`src/rtl/serializer_pkg.sv`:
```
// Shared defaults and word type for the parallel-in, serial-out word serializer.
package serializer_pkg;

  localparam int DATA_W = 32;
  localparam int N      = 16;

  typedef logic signed [DATA_W-1:0] data_t;

endpackage : serializer_pkg

```
`src/rtl/serializer.sv`:
```
// Captures N signed words in one cycle, then emits one word per clock starting at element 0.
// Word 0 appears right after the load edge; there is no handshake, so the consumer samples every clock.
module serializer #(
  parameter int DATA_W = serializer_pkg::DATA_W,
  parameter int N      = serializer_pkg::N
) (
  input  logic                     clk,
  input  logic                     rst_n,
  input  logic                     load_en,
  input  logic                     clr,
  input  logic signed [DATA_W-1:0] i_data [N-1:0],
  output logic signed [DATA_W-1:0] o_data
);

  logic signed [DATA_W-1:0] r_sreg  [N-1:0];
  logic signed [DATA_W-1:0] w_shift [N-1:0];

  // Shift toward slot 0; the top slot refills with zero so an exhausted stream reads 0.
  always_comb begin
    for (int k = 0; k < N; k++) begin
      w_shift[k] = '0;
    end
    for (int k = 0; k < N - 1; k++) begin
      w_shift[k] = r_sreg[k+1];
    end
  end

  always_ff @(posedge clk) begin
    if (!rst_n || clr) begin
      for (int k = 0; k < N; k++) begin
        r_sreg[k] <= '0;
      end
    end else if (load_en) begin
      for (int k = 0; k < N; k++) begin
        r_sreg[k] <= i_data[k];
      end
    end else begin
      for (int k = 0; k < N; k++) begin
        r_sreg[k] <= w_shift[k];
      end
    end
  end

  assign o_data = r_sreg[0];

endmodule : serializer

```
`config.mk`:
```
export PLATFORM = sky130hd
export DESIGN_NAME = serializer
export DESIGN_NICKNAME = d
export VERILOG_FILES = /design/src/rtl/serializer_pkg.sv /design/src/rtl/serializer.sv
export SDC_FILE = /design/constraint.sdc
export NUM_CORES = 1
export LEC_CHECK = 0
export ABC_AREA = 1
export CORE_AREA = 8 8 299 301
export CTS_CLUSTER_DIAMETER = 100
export DETAILED_ROUTE_END_ITERATION = 12
export DIE_AREA = 0 0 307 309
export MAX_ROUTING_LAYER = met4
export PLACE_DENSITY = 0.56
export SLEW_MARGIN = 20
export SYNTH_ARGS = -nofsm -noshare
export SYNTH_HDL_FRONTEND = slang
export SYNTH_SLANG_ARGS = --single-unit
export TNS_END_PERCENT = 50
```
`constraint.sdc`:
```
create_clock -name clk -period 1.7 [get_ports clk]
set_input_delay 0.34 -clock clk [delete_from_list [all_inputs] [get_ports clk]]
set_output_delay 0.34 -clock clk [all_outputs]
set_load 0.05 [all_outputs]
```
### Word level (Yosys, flattened, before mapping)

Memory sizes are Yosys's and may differ from the RTL's.
Index checks and enable logic that the tools add are counted.

* register bits after elaboration: 0
* latch bits: 0
* memory bits (writable): 512
* memory bits (read-only): 0
* input bits: 516
* output and inout port bits: 32
* logic and storage cells: 75
* memories: 1

* add/sub/neg operators: 0
* multiply operators: 0
* divide/modulo/power cells: 0
* magnitude comparators: 0
* eq/ne operators: 0
* shift operators: 0
* muxes and demuxes: 40
* bitwise operators: 32
* reductions and logical operators: 2

Memories
* r_sreg: depth 16, bits a word 32, rd ports 16, clocked after Yosys merged registers in 0, write ports 16, RTL line serializer.sv:15 `logic signed [DATA_W-1:0] r_sreg [N-1:0];`

Operators by type and width (count)
* two-way mux 32 bit: 32
* bitwise OR 1 bit: 32
* two-way mux 1 bit: 8
* zero test 1 bit: 1
* logical OR 1 bit: 1

### Logic depth before layout (Yosys ltp)

Gate-level depths: netlist of run 1.

* depth in word-level cells: 6
* depth in mapped cells: 7

### Worst setup path before layout of run 1

OpenSTA, ideal clock, no wires.

* path kind: input port to flip-flop
* start point: input port rst_n
* end point: memory r_sreg[10][28], in the netlist r_sreg[0][348], data pin
* data arrival time: 1.037 ns
* setup slack: 0.409 ns
* stages: 6
* buffers on the path: 4
* path through: buf_4 buf_6 buf_4 buf_4 nand4_1 nand2_1

RTL lines
* start: declaration: RTL line serializer.sv:8 `input logic rst_n,`
* end: declaration: RTL line serializer.sv:15

==> impl_metrics.ini, run 1 <==
[sta]
max_freq_ghz = 0.645
period_needed_ns = 1.55
rsz0062_at_grt = false
finalCritPeriodShare_pct = 91.2
hold_violations = 0
slew_headroom_pct = 60.4
worst_pin_slew_ns = 0.594
setup_viol = 0
clock_skew_ns = 0.0273
maxSlewViolCount = 0

[die]
chipWidth_um = 307
core_area_um2 = 84600
die-area_um2 = 94900
start_util_pct = 29.8
io_pins = 548
die_y_um = 309
num_rows = 107

[critical_path]
worst-endpoint-required_ns = 1.36
path_cells = buf_12
cp_num_buf_inv = 1
startpoint_type = flop
arrival_ns = 1.21
crit_path_top_delay_cell = edfxtp_1
cp_max_fo = 1
critical_path_class = flop to output pin
slowest_delay_ns = 0.42
crit_family = flip-flops
end_kind = output pin

[route]
drc = 0
drtAntennaViolNets = 0
routedWlPerCell_um = 20.1
dr.pass1.iters = 5
via_count = 21712
totalWireLength_um = 90500
drtIter0Drc = 1497
via_per_inst = 4.82

[clock_network]
ctsResizeCount = 0
clkSinkCount = 512
insertion_delay_ns = 0.63
clock_tree.buffer_depth = 3
htreeDepth = 2
post_cts_buffers = 0
cts_buffers = 61
cts_hold_buf = 0
clk_pin_slew_ns = 0.06
cts_tree = done
cts_root_buf = clkbuf_16

[grt]
top_usage_layer = met2
grt_overflow = 0
grt_pass1_vias = 20826
grt_first_pass_wirelength_um = 131000
grt_max_degree = 122
use_met3_pct = 4.33
met2_usage_pct = 31.1
grt.met1_usage_pct = 22.8
antenna_found_initial = 27
gr-usage-all-layers_pct = 18.7

[power]
p_leak_nw = 15.0
p_per_area_nw_per_um2 = 871
ir_worst_vdd_mv = 0.778

[yosys]
ys_seq_area_share_pct = 59.8
syn-cell-area_um2 = 25200
synthMuxAreaShare_pct = 0
synth-simple-area-share_pct = 31.5
synth_top_family_by_area = simple AND/OR/NAND/NOR gates
synth_warnings = 0
synth_xor_area_share_pct = 0
synth_compound_area_share_pct = 0
synth.ff_latch_count = 512
synth_adder_area_share_pct = 0
synthCells = 2375
ys_types = 14
synth_area_per_cell_um2 = 10.6

[final_layout]
final_cell_count_no_fill = 4508
top_register = r_sreg
syn_to_final_growth_pct = 41.5
drive_gt1_share_pct = 8.88
nFillCells = 8279
final_core_util_pct = 42.1
layout_common_cells = nand4_1 (960), clkdlybuf4s50_1 (513), nand2_1 (480), edfxtp_1 (480), conb_1 (480)
largest_reg_flops = 512
fin_nets = 3801
layout_commonest_cell = nand4_1
largestRegisters = r_sreg: 512 flops

[hold_path]
hp-class = input port to flop

[place]
io_buffers = 547
hpwl_um = 69100
gp_congestion = 0.859
dp_cells = 4366

[run]
cap_violations = 0

[status]
outcome = completed
logic make-up (layout without fill, tap and decap cells):
family,count (synthesis),after routing
and+or+nand+nor,1473,1473
DFF,512,512
buffers and inverters,389,868
other,1,511
per-stage QoR:
step                      power (mW)  setup slack [ns]  hold slack (ns)  setup TNS (ns)  cell area, µm²
after floorplan                 16.8             0.409            0.452               0           27000
after global placement          19.0            -0.364            0.528         -112.48           33700
after detailed placement        19.0            -0.354            0.534         -114.81           33700
after CTS                       31.4            0.0865            0.120               0           35600
after global routing            32.2            0.0936            0.173               0           35600
final                           31.0             0.150            0.168               0           35600
layer usage:
layer,vias up,part of all wire [%]
li1,10663,-
met1,10149,41
met2,791,49
met3,109,7.8
met4,0,2.3
met5,-,0
cell type report:
type	instances	area (µm²)	area share [%]
Clock buffer	81	1620	4.55
Antenna cell	31	77.6	0.218
Inverter	34	143	0.400
Timing Repair Buffer	723	7360	20.7
Clock inverter	30	215	0.604
Multi-Input combinational cell	1953	9730	27.3
Tap cell	1144	1430	4.02
Sequential cell	512	15100	42.2
worst paths after layout:
check | slack [ns] | from | to | cells after the start
max | 0.15 | r_sreg[0][1] | o_data[1] | 1
min | 0.17 | rst_n | r_sreg[0][286] | 3
max reg2reg | 0.71 | r_sreg[0][363] | r_sreg[0][331] | 2
min reg2reg | 0.55 | r_sreg[0][490] | r_sreg[0][458] | 2
report_power, final:
group / total [mW] / leakage (nW) / switching [mW] / internal [mW]
combinational: 3.94 / 8.94 / 2.12 / 1.82
clock: 12.3 / 0.909 / 5.41 / 6.86
sequential: 14.8 / 5.20 / 0.263 / 14.6
cells in the mapped netlist, drive strengths merged:
| cell | count | area [µm²] |
|---|---|---|
| conb | 1 | 3.75 |
| nand4 | 960 | 6010 |
| edfxtp | 480 | 14400 |
| dfxtp | 32 | 641 |
| clkbuf | 46 | 173 |
| buf | 309 | 1900 |
| nor2 | 32 | 120 |
| nand3 | 1 | 5.00 |
| inv | 34 | 128 |
| nand2 | 480 | 1800 |
(Power assumes the default switching activity.)
==> inputs of run 2 (changes only) <==
Settings changed: CORE_AREA 8 8 299 301 to 8 8 260 262, DIE_AREA 0 0 307 309 to 0 0 268 270, PLACE_DENSITY 0.56 to 0.65.
==> run 2 against run 1 <==
  * Highest routed layer unchanged
  * Critical endpoint is now o_data[25]
  * Global-route usage rose by 5.1 points
  * Critical path type unchanged
  * First-iteration DRC count rose by 42%
  * Total power fell by 0.31%
  * Setup slack improved by 0.019 ns
  * Hold slack improved by 0.038 ns
  * Clock power barely moved
  * Maximum frequency rose by 1.3%
  * Sequential share of layout area rose by 0.77 points
  * Clock-buffer cell count fell by 4
==> impl_metrics.ini, run 2 (synthesis gave the netlist of run 1 again) <==
[clock_network]
insertion_delay_ns = 0.62
post_cts_buffers = 0
clock_tree.buffer_depth = 3
cts_buffers = 57
cts_tree = done
ctsResizeCount = 0
clk_pin_slew_ns = 0.06
cts_root_buf = clkbuf_16
cts_hold_buf = 0
htreeDepth = 2
clkSinkCount = 512

[grt]
grt_pass1_vias = 21471
grt_overflow = 0
gr-usage-all-layers_pct = 23.9
grt_max_degree = 119
met2_usage_pct = 39.2
use_met3_pct = 6.21
grt_first_pass_wirelength_um = 129000
antenna_found_initial = 28
top_usage_layer = met2
grt.met1_usage_pct = 28.4

[route]
drtIter0Drc = 2120
drtAntennaViolNets = 0
via_per_inst = 5.31
routedWlPerCell_um = 21.0
drc = 0
dr.pass1.iters = 5
via_count = 22087
totalWireLength_um = 87400

[final_layout]
largest_reg_flops = 512
layout_common_cells = nand4_1 (960), clkdlybuf4s50_1 (513), nand2_1 (480), edfxtp_1 (480), conb_1 (480)
largestRegisters = r_sreg: 512 flops
multiInputGateArea_um2 = 9730
layout_commonest_cell = nand4_1
syn_to_final_growth_pct = 38.9
regArea_um2 = 15100
drive_gt1_share_pct = 7.53
nFillCells = 5570
fin_nets = 3748
top_register = r_sreg

[critical_path]
cp_num_buf_inv = 1
path_depth = 1
worst-endpoint-required_ns = 1.36
arrival_ns = 1.19
path_cells = buf_4
ff2ff_path_depth = 2
critical_path_class = flop to output pin
crit_family = flip-flops
cp_max_fo = 1
r2r-end = r_sreg[0][56]
slowest_delay_ns = 0.38
reg2reg_slack_ns = 0.69
crit_path_top_delay_cell = edfxtp_1
r2r-start = r_sreg[0][88]
startpoint_type = flop
end_kind = output pin

[sta]
hold_violations = 0
slew_headroom_pct = 61.3
worst_pin_slew_ns = 0.581
max_freq_ghz = 0.653
setup_tns_ns = 0
finalCritPeriodShare_pct = 90.0
rsz0062_at_grt = false
maxSlewViolCount = 0
period_needed_ns = 1.53
clock_skew_ns = 0.0226
holdWs_ns = 0.206
setup_viol = 0

[hold_path]
hold_end = r_sreg[0][89]
hp-class = input port to flop
hold_start = load_en
whs_path_depth = 3

[power]
ir_worst_vdd_mv = 0.805
p_switching_mw = 7.58
p_leak_nw = 14.9
power.internal_mw = 23.4
p_per_area_nw_per_um2 = 884
p_seq_share_pct = 47.9
pwr-share-clk_pct = 39.4
netSwitchingFraction_pct = 24.5
p_comb_share_pct = 12.8

[die]
die-area_um2 = 72400
io_pins = 548
chipWidth_um = 268
die_y_um = 270
core_area_um2 = 63600
num_rows = 93
start_util_pct = 39.6

[status]
outcome = completed

[place]
gp_congestion = 0.917
io_buffers = 547
hpwl_um = 65200

[run]
cap_violations = 0
run 2: cell types whose count changed in the layout (fill, tap and decap cells not counted), sizes merged, moves of 3 or more:
| cell | change |
|---|---|
| diode | -4 |
| clkbuf | -4 |
| inv | -5 |
| buf | -49 |
| clkinv | +3 |
run 2: area by class of cell:
type                            instances  share of cell area (%)
Antenna cell                           27                   0.193
Clock buffer                           77                    4.68
Clock inverter                         30                   0.561
Inverter                               34                   0.408
Multi-Input combinational cell       1953                    27.8
Sequential cell                       512                    43.0
Tap cell                              855                    3.06
Timing Repair Buffer                  674                    20.3
run 2: per-layer routing:
| metal | vias up | wire length [µm] |
|---|---|---|
| met3 | 138 | 7660 |
| met5 | - | 0 |
| met4 | 0 | 2650 |
| li1 | 10539 | - |
| met1 | 10477 | 34100 |
| met2 | 933 | 43000 |
run 2: per-stage QoR:
step | utilization, % | instances | power (mW) | instance area, µm² | setup slack, ns
after floorplan | - | 2854 | 16.8 | 27000 | 0.409
after global placement | 52.0 | 4028 | 18.9 | 33100 | -0.221
after global routing | 55.0 | 4161 | 32.0 | 35000 | 0.102
after detailed placement | 52.0 | 4028 | 19.0 | 33100 | -0.225
final | 55.0 | 4162 | 30.9 | 35000 | 0.169
after CTS | 54.9 | 4135 | 31.2 | 34900 | 0.108
run 2: power by group through the flow:
stage | combinational (mW) | sequential (mW) | clock, mW
2_1_floorplan | 1.91 | 14.9 | 0
3_3_place_gp | 3.85 | 15.1 | 0
3_5_place_dp | 3.87 | 15.1 | 0
4_1_cts | 3.90 | 14.8 | 12.4
5_1_grt | 4.25 | 14.9 | 12.9
6_report | 3.95 | 14.8 | 12.2
run 2: worst max-delay path by stage:
stage                endpoint           from
6_report           o_data[25]  r_sreg[0][25]
5_1_grt            o_data[16]  r_sreg[0][16]
4_1_cts            o_data[16]  r_sreg[0][16]
3_5_place_dp   r_sreg[0][390]            clr
3_3_place_gp    r_sreg[0][70]            clr
2_1_floorplan  r_sreg[0][348]          rst_n
run 2: worst register-to-register path, cell delays in order, from the launching register on:
cell and delay (ns):
edfxtp_1 0.53, nand4_1 0.16, nand2_1 0.06
